===== src/rtl/vae_layer_sequencer.sv =====
// -----------------------------------------------------------------------------
// vae_layer_sequencer
//
// Walks a chain of NUM_LAYERS nnsingle-array layers through one decode pass.
// Each layer is enabled (RUN) until it raises its finish bit. Its outputs are
// then latched by a one-cycle capture strobe (CAPTURE). A one-cycle GAP with
// the enable low lets the layer clear its accumulators. After the last layer,
// a one-cycle DONE pulse reports the number of busy cycles in the pass.
//
// Optional feature (macro VAE_SEQ_TIMEOUT_EN):
//   When defined, a layer that stays in RUN for TIMEOUT_CYCLES cycles without
//   finishing sends the sequencer to ERR and raises the sticky error flag.
//   When undefined, there is no timeout counter, error is held at 0, and RUN
//   waits indefinitely.
//
// Ports:
//   clk           sole clock, rising edge
//   rst_n         asynchronous active-low reset
//   start         request one full pass (only sampled in IDLE)
//   abort         abandon the current pass (RUN/CAPTURE/GAP)
//   layer_finish  finish_signal from each layer, bit i = layer i
//   layer_enable  level enable to each layer, at most one bit high
//   capture       one-cycle strobe to latch layer i outputs
//   layer_idx     index of the layer being run or captured
//   busy          high in RUN, CAPTURE and GAP
//   done          one-cycle pulse at pass completion
//   error         sticky timeout flag (0 unless VAE_SEQ_TIMEOUT_EN)
//   pass_cycles   busy cycles of the last completed pass, saturating
//
// All outputs come straight from flops, so no input reaches an output
// combinationally.
// -----------------------------------------------------------------------------
module vae_layer_sequencer #(
  parameter int NUM_LAYERS     = 3,
  parameter int TIMEOUT_CYCLES = 1023,
  parameter int IDXW           = 2
) (
  input  logic                  clk,
  input  logic                  rst_n,
  input  logic                  start,
  input  logic                  abort,
  input  logic [NUM_LAYERS-1:0] layer_finish,
  output logic [NUM_LAYERS-1:0] layer_enable,
  output logic [NUM_LAYERS-1:0] capture,
  output logic [IDXW-1:0]       layer_idx,
  output logic                  busy,
  output logic                  done,
  output logic                  error,
  output logic [15:0]           pass_cycles
);

  // Elaboration-time parameter range checks.
  if (NUM_LAYERS < 1 || NUM_LAYERS > 8) begin : g_bad_num_layers
    $error("NUM_LAYERS must be in 1..8");
  end
  if (TIMEOUT_CYCLES < 1 || TIMEOUT_CYCLES > 65535) begin : g_bad_timeout
    $error("TIMEOUT_CYCLES must be in 1..65535");
  end
  if (IDXW < 1 || IDXW < $clog2(NUM_LAYERS)) begin : g_bad_idxw
    $error("IDXW must be at least max(1, clog2(NUM_LAYERS))");
  end

  typedef enum logic [2:0] {
    S_IDLE,
    S_RUN,
    S_CAPTURE,
    S_GAP,
    S_DONE,
    S_ERR
  } state_t;

  state_t      state;
  logic [15:0] cycle_cnt;   // busy cycles of the pass in progress
  logic [15:0] cycle_inc;   // saturating cycle_cnt + 1
  logic        last_layer;

`ifdef VAE_SEQ_TIMEOUT_EN
  logic [15:0] run_cnt;     // completed RUN cycles of the current layer
`endif

  function automatic logic [NUM_LAYERS-1:0] onehot(input logic [IDXW-1:0] idx);
    return NUM_LAYERS'(1) << idx;
  endfunction

  // NOTE: every variable written in always_comb gets a value on every path
  // (here the single assignments are unconditional), otherwise a latch is
  // inferred.
  always_comb begin
    cycle_inc  = (cycle_cnt == 16'hFFFF) ? cycle_cnt : cycle_cnt + 16'd1;
    last_layer = (layer_idx == IDXW'(NUM_LAYERS - 1));
  end

  // NOTE: sequential state uses non-blocking assignments only, so every flop
  // samples the values from before the edge regardless of statement order.
  always_ff @(posedge clk or negedge rst_n) begin
    if (!rst_n) begin
      state        <= S_IDLE;
      layer_enable <= '0;
      capture      <= '0;
      layer_idx    <= '0;
      busy         <= 1'b0;
      done         <= 1'b0;
      error        <= 1'b0;
      pass_cycles  <= '0;
      cycle_cnt    <= '0;
`ifdef VAE_SEQ_TIMEOUT_EN
      run_cnt      <= '0;
`endif
    end else begin
      // Strobes are high for exactly one cycle.
      capture <= '0;
      done    <= 1'b0;

      unique case (state)
        S_IDLE: begin
          if (start) begin
            state        <= S_RUN;
            layer_idx    <= '0;
            layer_enable <= onehot('0);
            busy         <= 1'b1;
            error        <= 1'b0;
            cycle_cnt    <= '0;
`ifdef VAE_SEQ_TIMEOUT_EN
            run_cnt      <= '0;
`endif
          end
        end

        S_RUN: begin
          cycle_cnt <= cycle_inc;
`ifdef VAE_SEQ_TIMEOUT_EN
          run_cnt   <= run_cnt + 16'd1;
`endif
          // Abort outranks finish; only the running layer's finish counts.
          if (abort) begin
            state        <= S_IDLE;
            layer_enable <= '0;
            layer_idx    <= '0;
            busy         <= 1'b0;
          end else if (layer_finish[layer_idx]) begin
            state        <= S_CAPTURE;
            layer_enable <= '0;
            capture      <= onehot(layer_idx);
          end
`ifdef VAE_SEQ_TIMEOUT_EN
          else if (run_cnt == 16'(TIMEOUT_CYCLES - 1)) begin
            state        <= S_ERR;
            layer_enable <= '0;
            busy         <= 1'b0;
            error        <= 1'b1;
          end
`endif
        end

        S_CAPTURE: begin
          cycle_cnt <= cycle_inc;
          if (abort) begin
            state     <= S_IDLE;
            layer_idx <= '0;
            busy      <= 1'b0;
          end else begin
            state <= S_GAP;
          end
        end

        S_GAP: begin
          cycle_cnt <= cycle_inc;
          if (abort) begin
            state     <= S_IDLE;
            layer_idx <= '0;
            busy      <= 1'b0;
          end else if (last_layer) begin
            state       <= S_DONE;
            busy        <= 1'b0;
            done        <= 1'b1;
            // Include this GAP cycle, which cycle_cnt has not counted yet.
            pass_cycles <= cycle_inc;
          end else begin
            state        <= S_RUN;
            layer_idx    <= layer_idx + 1'b1;
            layer_enable <= onehot(layer_idx + 1'b1);
`ifdef VAE_SEQ_TIMEOUT_EN
            run_cnt      <= '0;
`endif
          end
        end

        S_DONE:  state <= S_IDLE;

        S_ERR:   state <= S_IDLE;   // error stays set until the next start

        default: state <= S_IDLE;
      endcase
    end
  end

endmodule


===== config.mk =====
export PLATFORM = sky130hd
export DESIGN_NAME = vae_layer_sequencer
export DESIGN_NICKNAME = d
export VERILOG_FILES = /design/src/rtl/vae_layer_sequencer.sv
export SDC_FILE = /design/constraint.sdc
export NUM_CORES = 1
export LEC_CHECK = 0
export ABC_AREA = 1
export CAP_MARGIN = 20
export CORE_UTILIZATION = 55
export CTS_BUF_LIST = sky130_fd_sc_hd__clkbuf_8
export CTS_CLUSTER_SIZE = 16
export DETAILED_ROUTE_END_ITERATION = 16
export DONT_BUFFER_PORTS = 1
export PLACE_DENSITY = 0.7
export SYNTH_ARGS = -nofsm -noshare
export SYNTH_HDL_FRONTEND = slang
export SYNTH_SLANG_ARGS = --single-unit

===== constraint.sdc =====
create_clock -name clk -period 2.18 [get_ports clk]
set_input_delay 0.218 -clock clk [delete_from_list [all_inputs] [get_ports clk]]
set_output_delay 0.218 -clock clk [all_outputs]
set_load 0.1 [all_outputs]

==> results.yml <==
outcome:
  outcome: "finished clean"
sta:
  hold_viol: 0
  fin_crit_ns: 1.67
  drv_slew: 0
  hold_ws_ns: 0.0898
  rsz0062_at_grt: "false"
  relSlewSlack: 0.428
  setup_violations: 0
  fmax_mhz: 599
  finalSetupTns_ns: 0
  worst_slack_ns: 0.510
  finalClockSkew_ns: 0.00307
  fin_crit_sh: 0.766
  tightest_slew_ns: 0.858
final_layout:
  drive_above_1_share: 0.179
  final_nets: 369
  antenna_cells: 0
  area_growth_pct: 14.2
synthesis:
  synth_area_per_cell_um2: 7.61
  synth-edff-count: 0
  synth_nets: 340
  synth-seq-cells: 45
  ys_top_cells_by_count: "132 x nand2_1, 45 x dfrtp_1, 28 x inv_1, 28 x nor2_1, 22 x nand3_1"
  yosysMostFrequentCell: "nand2_1"
  syn-cell-area_mm2: 0.00249
  yosysSeqAreaShare: 0.452
  synth_top_area_frac: 0.452
  synth_warnings: 0
  synth_top_cell_by_area: "dfrtp_1"
  netlist_top_cells_area: "dfrtp_1 45%, nand2_1 20%, nand3_1 4.4%"
  synthDistinctLibCells: 26
  ys.flop_type: "dfrtp_1"
  synthArstFlopShare: 1.00
  synthCells: 327
min_path:
  min_to: "busy"
  hold_path_depth: 2
  hp-class: "in -> reg"
  min-delay-start: "start"
detailed_routing:
  wire_per_inst_um: 12.5
  firstDrtPassIters: 4
  first_iter_violations: 118
  drt_wl_total_um: 5100
  ant_nets: 0
  drc_errors: 0
  routed_via_density: 5.24
  via_count: 2142
pwr:
  power.density_mw_per_mm2: 1060
  power.leakage_nw: 1.59
  ir_drop_mv: 0.739
  p_total_mw: 3.03
clocking:
  cts_tree: "built"
  clock_path_buffers: 2
  cts_sinks: 45
  htree_levels: 2
  path_clk_slew_ns: 0.08
  cts.repair.resized: 0
  cts-buffers-inserted: 5
  clkLatencyLatePin_ns: 0.30
  cts-root-buf: "clkbuf_8"
  cts_hold_buf: 2
  cts_setup_buffers: 0
place:
  dpl_worst_slack_ns: 0.533
  hpwl_um: 3700
  numPortBuffers: 0
  gp_congestion: 0.901
floorplan:
  rows: 24
  die_y_um: 69.3
  core_area_mm2: 0.00435
  die_x_um: 69.3
  start_util: 0.572
  io_pins: 34
  fp.dieArea_mm2: 0.00480
setup_path:
  critPathSlowestCell: "dfrtp_1"
  startpoint_type: "flip-flop"
  crit_top_cell: "nand2_1"
  crit_arrival_ns: 1.86
  path_max_fanout: 10
  required_ns: 2.37
  r2r_cells: 10
  worstPathCellList: "ha_1 -> inv_1 -> nor2_4 -> nand2_4 -> nor2_8 -> inv_6 -> nand2_2 -> nand2_1 -> nand2_1 -> nand2_1"
  critPathTopFamily: "simple AND/OR/NAND/NOR gates"
  path_buf_inv: 2
  r2r-end: "cycle_cnt[0]"
  path_class: "reg -> reg"
  r2r-start: "cycle_cnt[0]"
  slowest_delay_ns: 0.44
  cp-end-kind: "flip-flop"
  r2r_setup_slack_ns: 0.51
flow_run:
  max_cap_violations: 0
global_route:
  grt_start_max_net_pins: 46
  grt_pass1_vias: 1988
  grt.total_usage: 0.226
  grt_antenna_before_repair: 0
  grt_overflow: 0
  grt_pass1_wl_um: 8920
## state kept, by name, summed over array words and instances (netlist names)
signal / flops
state: 3
busy: 1
pass_cycles: 16
done: 1
cycle_cnt: 16
layer_idx: 2
capture: 3
layer_enable: 3
## logic make-up (layout without fill, tap and decap cells)
kind of cell    after synthesis  count (layout)  synth area share
fa+ha+maj                     6               6            0.0301
flops                        45              45             0.452
simple gates                215             215             0.393
xor+xnor                      4               4            0.0141
compound gates               17              17            0.0382
other cells                   1               1           0.00151
buf+inv                      39              69            0.0703
## worst max-delay path by stage
stage	start	end	cells past startpoint
global placement	cycle_cnt[0]	cycle_cnt[0]	10
global route	cycle_cnt[0]	cycle_cnt[1]	10
floorplan	layer_idx[1]	layer_idx[1]	8
finish	cycle_cnt[0]	cycle_cnt[0]	10
detailed placement	cycle_cnt[0]	cycle_cnt[0]	10
CTS	cycle_cnt[0]	cycle_cnt[0]	10
## layout make-up
type / instances / area [µm²]
clock inverters: 1 / 5.00
clock buffers: 7 / 96.3
inverters: 33 / 129
well taps: 52 / 65.1
flip-flops and latches: 45 / 1130
fillers: 378 / 1510
repair buffers: 28 / 233
multi-input cells: 243 / 1190
## power breakdown
| part | switching [mW] | total (mW) | internal, mW |
|---|---|---|---|
| logic | 0.899 | 1.24 | 0.346 |
| clock network | 0.270 | 0.556 | 0.286 |
| registers | 0.212 | 1.23 | 1.02 |
## per-stage QoR
step | instance area, µm² | utilization | std cells
3_5_place_dp | 2710 | 0.621 | 399
2_1_floorplan | 2490 | - | 327
5_1_grt | 2840 | 0.653 | 409
3_3_place_gp | 2710 | 0.621 | 399
6_report | 2840 | 0.653 | 409
4_1_cts | 2840 | 0.653 | 409
## layout by cell type, fill, tap and decap left out, types with 5 or more instances in the layout
cell,n
buf_4,26
clkbuf_8,7
dfrtp_1,44
ha_1,6
inv_1,28
nand2_1,132
nand2_2,7
nand3_1,22
nand3_2,5
nand4_1,8
nor2_1,28
nor2_4,5
o21ai_0,9
## layer usage
| metal | vias up | global-route usage | wire length, µm | share of wire |
|---|---|---|---|---|
| met4 | 0 | 0.0748 | 61 | 0.012 |
| met2 | 55 | 0.365 | 2380 | 0.47 |
| met1 | 1007 | 0.299 | 2350 | 0.46 |
| met3 | 9 | 0.0538 | 312 | 0.061 |
| li1 | 1071 | - | - | - |
| met5 | - | 0 | 0 | 0 |
Power figures use the tool's default switching activity.
